[config.mk]
export PLATFORM = sky130hd
export DESIGN_NAME = arbitro_memoria
export DESIGN_NICKNAME = d
export VERILOG_FILES = /design/src/rtl/arbitro_memoria.sv
export SDC_FILE = /design/constraint.sdc
export NUM_CORES = 1
export LEC_CHECK = 0
export BUFFER_PORTS_ARGS = -buffer_cell sky130_fd_sc_hd__buf_2
export CAP_MARGIN = 30
export CORE_AREA = 2 2 167 169
export DETAILED_ROUTE_END_ITERATION = 8
export DIE_AREA = 0 0 169 171
export SYNTH_ARGS = -nofsm -noshare
export SYNTH_HDL_FRONTEND = slang
export SYNTH_SLANG_ARGS = --single-unit
export TNS_END_PERCENT = 50
[constraint.sdc]
create_clock -name clk -period 3 [get_ports clk]
set_input_delay 0.6 -clock clk [delete_from_list [all_inputs] [get_ports clk]]
set_output_delay 0.6 -clock clk [all_outputs]
set_load 0.005 [all_outputs]
[src/rtl/arbitro_memoria.sv]
// arbitro_memoria: single-port arbiter for the two board RAMs, shared by
// VGA, validador and colisor, with round-robin val/col and an RMW lock.
module arbitro_memoria #(
  parameter int ROWS    = 11,
  parameter int RD_LAT  = 2,
  parameter int LOCK_TO = 8
) (
  input  logic        clk,
  input  logic        reset,
  input  logic        vga_req,
  input  logic        vga_player,
  input  logic [4:0]  vga_addr,
  output logic        vga_gnt,
  output logic        vga_rvalid,
  input  logic        val_req,
  input  logic        val_we,
  input  logic        val_lock,
  input  logic        val_player,
  input  logic [4:0]  val_addr,
  input  logic [63:0] val_wdata,
  output logic        val_gnt,
  output logic        val_rvalid,
  input  logic        col_req,
  input  logic        col_we,
  input  logic        col_lock,
  input  logic        col_player,
  input  logic [4:0]  col_addr,
  input  logic [63:0] col_wdata,
  output logic        col_gnt,
  output logic        col_rvalid,
  output logic [63:0] rd_data,
  output logic        addr_err,
  output logic [4:0]  addr_memoria,
  output logic        wren_p1,
  output logic        wren_p2,
  output logic [63:0] data_memoria_salvar,
  input  logic [63:0] data_memoria_um,
  input  logic [63:0] data_memoria_dois,
  output logic        busy
);

  localparam int LW = (LOCK_TO > 1) ? $clog2(LOCK_TO) : 1;
  localparam logic [LW-1:0] LOCK_MAX = LW'(LOCK_TO - 1);
  localparam logic [2:0] LAT_M1 = 3'(RD_LAT - 1);
  localparam logic [5:0] ROWS_L = 6'(ROWS);

  typedef enum logic [1:0] {IDLE, RD_WAIT, WR} state_t;
  typedef enum logic [1:0] {SRC_VGA, SRC_VAL, SRC_COL} src_t;

  state_t        state;
  src_t          cur_src;
  logic [2:0]    cnt;
  logic          reg_player;
  logic          reg_oob;
  logic          lock_on;
  logic          lock_col;
  logic [LW-1:0] lock_cnt;
  logic          rr_col;
  logic          last_vga;

  logic          pick_vga;
  logic          pick_val;
  logic          pick_col;
  logic          any_pick;
  logic          vc_req;
  logic          owner_req;
  logic          sel_player;
  logic [4:0]    sel_addr;
  logic          sel_we;
  logic          sel_lock;
  logic [63:0]   sel_wdata;
  logic          sel_oob;

  assign vc_req    = val_req | col_req;
  assign owner_req = lock_col ? col_req : val_req;
  assign any_pick  = pick_vga | pick_val | pick_col;
  assign sel_oob   = {1'b0, sel_addr} >= ROWS_L;
  assign busy      = (state != IDLE);

  // VGA yields once after its own grant so held val/col requests progress
  always_comb begin
    pick_vga = 1'b0;
    pick_val = 1'b0;
    pick_col = 1'b0;
    if (lock_on) begin
      pick_val = ~lock_col & val_req;
      pick_col = lock_col & col_req;
    end else if (vga_req && !(last_vga && vc_req)) begin
      pick_vga = 1'b1;
    end else if (val_req && (!col_req || !rr_col)) begin
      pick_val = 1'b1;
    end else if (col_req) begin
      pick_col = 1'b1;
    end
  end

  always_comb begin
    sel_player = vga_player;
    sel_addr   = vga_addr;
    sel_we     = 1'b0;
    sel_lock   = 1'b0;
    sel_wdata  = '0;
    unique case (1'b1)
      pick_val: begin
        sel_player = val_player;
        sel_addr   = val_addr;
        sel_we     = val_we;
        sel_lock   = val_lock;
        sel_wdata  = val_wdata;
      end
      pick_col: begin
        sel_player = col_player;
        sel_addr   = col_addr;
        sel_we     = col_we;
        sel_lock   = col_lock;
        sel_wdata  = col_wdata;
      end
      default: ;
    endcase
  end

  always_ff @(posedge clk or negedge reset) begin
    if (!reset) begin
      state               <= IDLE;
      cur_src             <= SRC_VGA;
      cnt                 <= '0;
      reg_player          <= 1'b0;
      reg_oob             <= 1'b0;
      lock_on             <= 1'b0;
      lock_col            <= 1'b0;
      lock_cnt            <= '0;
      rr_col              <= 1'b0;
      last_vga            <= 1'b0;
      vga_gnt             <= 1'b0;
      val_gnt             <= 1'b0;
      col_gnt             <= 1'b0;
      vga_rvalid          <= 1'b0;
      val_rvalid          <= 1'b0;
      col_rvalid          <= 1'b0;
      rd_data             <= '0;
      addr_err            <= 1'b0;
      addr_memoria        <= '0;
      wren_p1             <= 1'b0;
      wren_p2             <= 1'b0;
      data_memoria_salvar <= '0;
    end else begin
      vga_gnt    <= 1'b0;
      val_gnt    <= 1'b0;
      col_gnt    <= 1'b0;
      vga_rvalid <= 1'b0;
      val_rvalid <= 1'b0;
      col_rvalid <= 1'b0;
      addr_err   <= 1'b0;
      wren_p1    <= 1'b0;
      wren_p2    <= 1'b0;
      unique case (state)
        IDLE: begin
          if (lock_on && !owner_req) begin
            if (lock_cnt == LOCK_MAX) begin
              lock_on  <= 1'b0;
              lock_cnt <= '0;
            end else begin
              lock_cnt <= lock_cnt + 1'b1;
            end
          end
          if (any_pick) begin
            vga_gnt      <= pick_vga;
            val_gnt      <= pick_val;
            col_gnt      <= pick_col;
            last_vga     <= pick_vga;
            reg_player   <= sel_player;
            reg_oob      <= sel_oob;
            addr_err     <= sel_oob;
            addr_memoria <= sel_addr;
            unique case (1'b1)
              pick_val: cur_src <= SRC_VAL;
              pick_col: cur_src <= SRC_COL;
              default:  cur_src <= SRC_VGA;
            endcase
            if (pick_val) rr_col <= 1'b1;
            if (pick_col) rr_col <= 1'b0;
            if (!pick_vga) begin
              lock_on  <= sel_lock;
              lock_col <= pick_col;
              lock_cnt <= '0;
            end
            if (sel_we) begin
              state               <= WR;
              data_memoria_salvar <= sel_wdata;
              wren_p1             <= ~sel_player & ~sel_oob;
              wren_p2             <= sel_player & ~sel_oob;
            end else begin
              state <= RD_WAIT;
              cnt   <= LAT_M1;
            end
          end
        end
        RD_WAIT: begin
          // the rvalid cycle still counts as part of the access
          if (vga_rvalid | val_rvalid | col_rvalid) begin
            state <= IDLE;
          end else if (cnt == 3'd0) begin
            if (reg_oob)
              rd_data <= '0;
            else if (reg_player)
              rd_data <= data_memoria_dois;
            else
              rd_data <= data_memoria_um;
            vga_rvalid <= (cur_src == SRC_VGA);
            val_rvalid <= (cur_src == SRC_VAL);
            col_rvalid <= (cur_src == SRC_COL);
          end else begin
            cnt <= cnt - 3'd1;
          end
        end
        WR: state <= IDLE;
        default: state <= IDLE;
      endcase
    end
  end

endmodule

==> results of run 1 <==
through the flow:
| stage | total power (W) | cell area (µm²) | hold WS [ps] | worst slack (ps) |
|---|---|---|---|---|
| after floorplan | 0.00627 | 7330 | 304 | 746 |
| after global placement | 0.00812 | 9840 | 456 | 102 |
| after detailed placement | 0.00821 | 9860 | 460 | 284 |
| after CTS | 0.0104 | 10400 | 228 | 470 |
| after global routing | 0.0111 | 10400 | 206 | 280 |
| final | 0.0102 | 10400 | 163 | 501 |
power by group through the flow:
stage	sequential (W)	clock [W]	combinational, W
2_1_floorplan	0.00365	0	0.00263
3_3_place_gp	0.00376	0	0.00437
3_5_place_dp	0.00375	0	0.00446
4_1_cts	0.00374	0.00222	0.00445
5_1_grt	0.00386	0.00231	0.00492
6_report	0.00373	0.00213	0.00435
Yosys cell counts, drive strengths merged:
cell type	number	area, µm²
nand2	81	304
o21ai	7	38.8
a22oi	69	523
o2111ai	1	8.76
dfrtp	158	3950
nor2b	2	12.5
a22o	5	43.8
nor3	2	10.0
or3b	1	11.3
buf	23	125
o31a	2	17.5
inv	5	18.8
o31ai	67	522
mux2i	66	661
xor2	1	8.76
nand3b	2	15.0
clkbuf	37	139
ha	4	50.1
a21o	3	22.5
or2	1	6.26
mux2	2	22.5
a32o	1	10.0
and4	1	8.76
nand2b	5	31.3
nor4	1	12.5
and3	3	23.8
and2	4	27.5
a211oi	1	7.51
o2111a	1	12.5
nand3	3	15.0
a31oi	3	18.8
nor3b	2	15.0
a21oi	68	352
o21a	1	7.51
nor2	74	278
flip-flops by register name, indices dropped and copies added (netlist names), 2 cells and up:
| name | cells |
|---|---|
| addr_memoria | 5 |
| cnt | 3 |
| cur_src | 2 |
| data_memoria_salvar | 64 |
| lock_cnt | 3 |
| rd_data | 64 |
| state | 2 |
worst register-to-register path, cell delays in order (launching register included):
cell	delay (ps)
dfrtp_1	450
nand2b_1	220
o31ai_4	390
buf_4	560
nor2_1	210
a21o_1	240
o21ai_2	170
and4_1	200
routing by layer:
metal  vias up  routed length [µm]  GRT usage
met1      3273               10500      0.208
met3        19                2340     0.0615
met5         -                  30          0
met2       306               13000      0.301
li1       3381                   -          -
met4         4                 308     0.0450
kinds of logic after synthesis:
kind of cell             after synthesis  synth area share
buffers and inverters                 65            0.0386
multiplexers                          68            0.0932
XOR/XNOR                               1           0.00119
flip-flops                           158             0.539
AO/OA/AOI/OAI                        229             0.216
adder cells (fa/ha/maj)                4           0.00683
AND/OR/NAND/NOR                      182             0.105
final timing paths:
check                                  startpoint                                   to  cells after the start
max                           lock_on$_DFFE_PN0P_                    wren_p1$_DFF_PN0_                      7
min                                         reset  data_memoria_salvar[42]$_DFFE_PN0P_                      1
max reg2reg                   lock_on$_DFFE_PN0P_                    wren_p1$_DFF_PN0_                      7
min reg2reg                cur_src[1]$_DFFE_PN0P_                 val_rvalid$_DFF_PN0_                      1
max in group asynchronous                   reset  data_memoria_salvar[44]$_DFFE_PN0P_                      2
min in group clk           cur_src[1]$_DFFE_PN0P_                 val_rvalid$_DFF_PN0_                      1
layout make-up:
cell class / count / area [µm²]
fill: 2783 / 16900
clock inverter: 13 / 116
timing repair buffer: 445 / 2350
sequential: 158 / 3960
clock buffer: 19 / 453
multi-input combinational: 484 / 3100
inverter: 5 / 18.8
antenna: 6 / 15.0
tap: 346 / 433
==> impl_results.md, run 1 <==
- CP Cell Sequence: nand2b_1 -> o31ai_4 -> buf_4 -> nor2_1 -> a21o_1 -> o21ai_2 -> and4_1
- Setup violations, final: 0
- Slew Limit Headroom: 0.497
- CP max-delay cell: buf_4
- Yosys warnings: 0
- Final min period: 2500 ps
- Mapped Nets: 994
- Reg2Reg Setup Slack: 500 ps
- Dpl hpwl: 20.0 mm
- PD cells: 978 mW/mm²
- Critical Path Max Stage Delay: 560 ps
- Gpl congestion: 0.824
- GR Overflow Total: 0
- Clock Latency Late Sink: 420 ps
- Clock Sinks: 158
- Register bit count reported by yosys: 158
- Inserted Clock Buffers: 17
- Core area: 0.0273 mm²
- Critical path type: reg -> reg
- Vias in the first global route: 6,637
- CTS tree: done
- Slew @ Worst Pin: 755 ps
- Fin cells: 1,476
- Post-CTS Setup Bufs: 0
- Most frequent cells in the layout: buf_2 (424), dfrtp_1 (156), nand2_1 (81)
- Commonest non-fill, non-tap cell in the layout: buf_2
- Die area: 0.0289 mm²
- Logic pwr share: 0.426
- Post-synthesis cell count: 707
- H-Tree Level Count: 4
- Max Clock Freq: 400 MHz
- Syn Std Cell Area: 0.00733 mm²
- Die W: 169 µm
- CTS clk-pin slew, worst paths: 80 ps
- Vias per inst: 4.73
- RSZ-0062 raised after global routing: no
- Status: finished, final reports clean
- Max VDD drop: 0.411 mV
- P&R area growth vs syn: 42.4%
- Clk pwr share: 0.209
- Number of I/O pins: 426
- Crit path DAT: 2850 ps
- Ratio of cells with drive above 1 in the final layout: 0.437
- DRC: 0
- Crit Path Max Fanout: 53
- Mean Syn Cell Area: 10.4 µm²
- Worst min path class: in -> async
- Pleak: 5.28 nW
- Drt initial violations: 434
- Vias: 6,983
- Post-synthesis cell type count: 46
- GRT Overall Usage: 0.175
- Placed insts: 1,438
- Final ANT Viol Nets: 0
- Final setup skew: 16.9 ps
- # hold bufs at CTS: 0
- Final Hold Vio Count: 0
- Drt wl/cell: 17.8 µm
- Number of port buffers: 425
- Seq/Total Area, Yosys: 0.539
- Die H: 171 µm
- Max-Cap Viols: 0
- Root buf cell: clkbuf_16
- Clk buf depth: 2
- CP top delay family: compound AO/OA/AOI/OAI gates
- CP startpoint kind: register
- Final worst-path cycle share: 0.833
- Initial antenna violation count: 8
- NetSw: 0.00406 W
- Pin count of the biggest net entering global routing: 129
- CP bufs+invs: 1
- Layout Utilization: 0.382
- Final max-slew violation count: 0
- First-pass GRT wire length: 38.3 mm
- Seq pwr share: 0.365
- Total Wirelength: 26.2 mm
- Final TNS setup: 0 ps
- Switch share: 0.397
- Internal power: 0.00615 W
- Drt first pass iters: 5
- Crit. End Element: register
- Initial cell density of the core: 0.268
- CP required: 3350 ps
- Fin nets: 1,398
- Row cnt: 61
- CTS resizes: 0
Power figures use the tool's default switching activity.
==> run 2: changes to the inputs <==
--- a/config.mk
+++ b/config.mk
@@ -5,11 +5,12 @@
 export SDC_FILE = /design/constraint.sdc
 export NUM_CORES = 1
 export LEC_CHECK = 0
+export ABC_AREA = 1
 export BUFFER_PORTS_ARGS = -buffer_cell sky130_fd_sc_hd__buf_2
 export CAP_MARGIN = 30
-export CORE_AREA = 2 2 167 169
+export CORE_AREA = 2 2 166 168
 export DETAILED_ROUTE_END_ITERATION = 8
-export DIE_AREA = 0 0 169 171
+export DIE_AREA = 0 0 168 170
 export SYNTH_ARGS = -nofsm -noshare
 export SYNTH_HDL_FRONTEND = slang
 export SYNTH_SLANG_ARGS = --single-unit
==> constraint.sdc (replaced) <==
create_clock -name clk -period 2 [get_ports clk]
set_input_delay 0.4 -clock clk [delete_from_list [all_inputs] [get_ports clk]]
set_output_delay 0.4 -clock clk [all_outputs]
set_load 0.005 [all_outputs]
==> run 2 against run 1 <==
Effect of this change: sequential share of layout area fell by 0.76 points; final cell count up 12%; first-iteration DRC count decreased by 4.6%; sequential power fell by 12%; critical path type unchanged; critical endpoint is now data_memoria_salvar[22]$_DFFE_PN0P_; highest routed layer unchanged.
==> impl_results.md, run 2 <==
- Inserted Clock Buffers: 17 (unchanged)
- Ratio of cells with drive above 1 in the final layout: 0.386 (-0.0506)
- P&R area growth vs syn: 44.5%
- Max VDD drop: 0.600 mV (+46%)
- Register bit count reported by yosys: 158 (unchanged)
- GR Overflow Total: 0 (unchanged)
- Die W: 168 µm (-0.59%)
- RSZ-0062 raised after global routing: no
- CP Cell Sequence: inv_2 -> nand3_1 -> inv_1 -> nand2_1 -> nand2_4 -> inv_2 -> o22ai_4 -> nand2_2 -> clkinv_4 -> buf_12 -> buf_4 -> nor2_1 -> a31oi_1
- Mean Syn Cell Area: 8.33 µm² (-20%)
- Setup violations, final: 0 (unchanged)
- Internal power: 0.00534 W (-13%)
- Most frequent cell after synthesis: nand2_1
- Core area: 0.0267 mm² (-2.5%)
- Die area: 0.0286 mm² (-1.2%)
- Die H: 170 µm (-0.58%)
- Clk buf depth: 2 (unchanged)
- Final setup margin: 174 ps (-327 ps)
- NetSw: 0.00183 W (-55%)
- Simple-Gate Fraction of Synth Area: 0.251 (+0.146)
- Ys async rst share: 1.00 (unchanged)
- Logic pwr share: 0.091 (-0.335)
- Commonest non-fill, non-tap cell in the layout: buf_2
- GRT Overall Usage: 0.188 (+0.0131)
- Dpl hpwl: 21.6 mm (+8.0%)
- Drt first pass iters: 6 (+1)
- CP bufs+invs: 6 (+5)
- Yosys warnings: 0 (unchanged)
- CP top delay family: buffers and inverters
- Number of port buffers: 425 (unchanged)
- Final TNS setup: 0 ps (unchanged)
- Post-synthesis cell type count: 30 (-35%)
- Synth Area in Adders: 0.00679 (-0.0000348)
- Final setup skew: 15.5 ps (-1.41 ps)
- H-Tree Level Count: 4 (unchanged)
- Crit Path Max Fanout: 19 (-64%)
- Drt wl/cell: 17.1 µm (-4.0%)
- Max-Cap Viols: 0 (unchanged)
- Slew Limit Headroom: 0.702 (+0.205)
- Multiplexer area fraction after synthesis: 0 (-0.0932)
- EDFF count, synth: 0 (unchanged)
- Drt initial violations: 414 (-4.6%)
- Post-synthesis cell count: 885 (+25%)
- Clock Latency Late Sink: 410 ps (about the same)
- Slew @ Worst Pin: 448 ps (-307 ps)
- CP startpoint kind: register
- Vias in the first global route: 7,432 (+12%)
- Vias per inst: 4.72 (-0.27%)
- Critical path type: reg -> reg
- Gpl congestion: 0.877 (+6.4%)
- Synth top area cells: dfrtp_1 (54%), nand2_1 (12%), nor2_1 (11%)
- Max Clock Freq: 548 MHz (+37%)
- Syn Std Cell Area: 0.00737 mm² (+0.51%)
- Final Hold Vio Count: 0 (unchanged)
- Initial cell density of the core: 0.277 (+0.00819)
- Share of the synthesized area in the top cell type: 0.536 (-0.00275)
- Row cnt: 60 (-1.6%)
- Clk pwr share: 0.449 (+0.240)
- Seq/Total Area, Yosys: 0.536 (-0.00275)
- Largest family of logic cells by synthesized area: simple AND/OR/NAND/NOR gates
- Inserted Diodes: 0 (-6)
- Initial antenna violation count: 6 (-2)
- Root buf cell: clkbuf_16
- Mapped Nets: 1,172 (+18%)
- Critical Path Max Stage Delay: 400 ps (-160 ps)
- Worst min path class: in -> reg
- Area fraction in compound gates after synthesis: 0.150 (-0.0665)
- Total Wirelength: 28.2 mm (+7.4%)
- CP required: 2320 ps (-1030 ps)
- DRC: 0 (unchanged)
- Most frequent cells in the layout: buf_2 (424), nand2_1 (240), nor2_1 (218)
- Leading area contributor after synthesis: dfrtp_1
- Crit path DAT: 2150 ps (-700 ps)
- Seq pwr share: 0.460 (+0.095)
- Fin nets: 1,584 (+13%)
- Final worst-path cycle share: 0.913 (+0.0801)
- Prevailing post-synth register cell: dfrtp_1
- Pin count of the biggest net entering global routing: 65 (-50%)
- PD cells: 673 mW/mm² (-31%)
- Vias: 7,790 (+12%)
- CTS tree: done
- Crit. End Element: register
- Status: finished, final reports clean
- Switch share: 0.255 (-0.143)
- Worst slack at placement: 18.5 ps (-265 ps)
- Pleak: 5.45 nW (+3.2%)
- Number of I/O pins: 426 (unchanged)
- Final ANT Viol Nets: 0 (unchanged)
- CP max-delay cell: dfrtp_1
- CTS clk-pin slew, worst paths: 70 ps (about the same)
- Cell mode on critical path: inv_2
- Clock Sinks: 158 (unchanged)
- Synth Area in XOR/XNOR: 0.00119 (-0.00000608)
- Top flop regs: data_memoria_salvar (64), rd_data (64), addr_memoria (5)
- Final max-slew violation count: 0 (unchanged)
- Post-synth top cells: nand2_1 (242), nor2_1 (218), dfrtp_1 (158)
- First-pass GRT wire length: 41.6 mm (+8.8%)
- Final min period: 1830 ps (-673 ps)
==> run 2: changes by cell type after synthesis, moves of 5 or more <==
cell      change
a31oi_1      +64
mux2i_1      -66
inv_1        +16
a22oi_1      -67
o41ai_1      +64
nand2_1     +161
a21oi_1      -64
nand2b_1      -5
nor2_1      +144
o31ai_1      -65
inv_2         +5
clkbuf_1      +6
==> run 2: timing repair <==
item | in CTS | in global routing
hold buffers | 1 | 0
resized for setup | 0 | 5
setup buffers | 0 | 0
hold endpoints to repair | 39 | 0
endpoints found under the setup margin | 0 | 33
==> run 2: cells by family (layout without fill, tap and decap cells) <==
group / after synthesis / after routing
AND/OR/NAND/NOR: 479 / 479
flip-flops: 158 / 158
AO/OA/AOI/OAI: 151 / 151
buffers and inverters: 92 / 517
adder cells (fa/ha/maj): 4 / 4
XOR/XNOR: 1 / 1
==> run 2: worst reg2reg max path: stages, from the launching register on <==
cell      delay, ps
dfrtp_1         400
inv_2            90
nand3_1         100
inv_1            70
nand2_1          80
nand2_4          80
inv_2            60
o22ai_4         130
nand2_2          90
clkinv_4         90
buf_12          170
buf_4           180
nor2_1           50
a31oi_1         150
==> run 2: power by group through the flow <==
stage	Clock, W	Sequential (W)	Combinational (W)
floorplan	0	0.00336	0.000152
finish	0.00322	0.00330	0.000652
global route	0.00344	0.00330	0.000723
global placement	0	0.00336	0.000660
CTS	0.00332	0.00330	0.000667
detailed placement	0	0.00336	0.000661
==> run 2: worst paths after layout <==
kind / startpoint / to / slack [ps] / depth (start not counted)
worst max-delay path: lock_on$_DFFE_PN0P_ / data_memoria_salvar[22]$_DFFE_PN0P_ / 170 / 13
max in group asynchronous: reset / rd_data[20]$_DFFE_PN0P_ / 850 / 3
worst min register to register: cur_src[0]$_DFFE_PN0P_ / col_rvalid$_DFF_PN0_ / 450 / 1
worst max register to register: lock_on$_DFFE_PN0P_ / data_memoria_salvar[22]$_DFFE_PN0P_ / 170 / 13
min in group asynchronous: reset / data_memoria_salvar[48]$_DFFE_PN0P_ / 480 / 2
worst min-delay path: col_wdata[29] / data_memoria_salvar[29]$_DFFE_PN0P_ / 240 / 3
==> run 2: cell type report <==
| type | count | area, µm² |
|---|---|---|
| clock buffers | 19 | 433 |
| flip-flops and latches | 158 | 3960 |
| clock inverters | 13 | 130 |
| fillers | 2739 | 16000 |
| well taps | 341 | 427 |
| inverters | 28 | 115 |
| repair buffers | 457 | 2570 |
| multi-input cells | 635 | 3020 |
==> run 2: metrics by stage <==
stage	util	instances	instance area (µm²)	hold WS, ps	power, W
floorplan	-	885	7370	104	0.00351
global placement	0.377	1617	10000	370	0.00402
detailed placement	0.377	1617	10000	370	0.00402
CTS	0.398	1650	10600	212	0.00729
global route	0.400	1651	10700	218	0.00747
finish	0.400	1651	10700	237	0.00717
==> run 2: layer usage <==
layer  up-vias  GRT usage  wire length, µm
met2       314      0.323            13900
met1      3655      0.232            11600
met5         -          0               52
met4         8     0.0355              287
met3        18     0.0628             2360
li1       3795          -                -
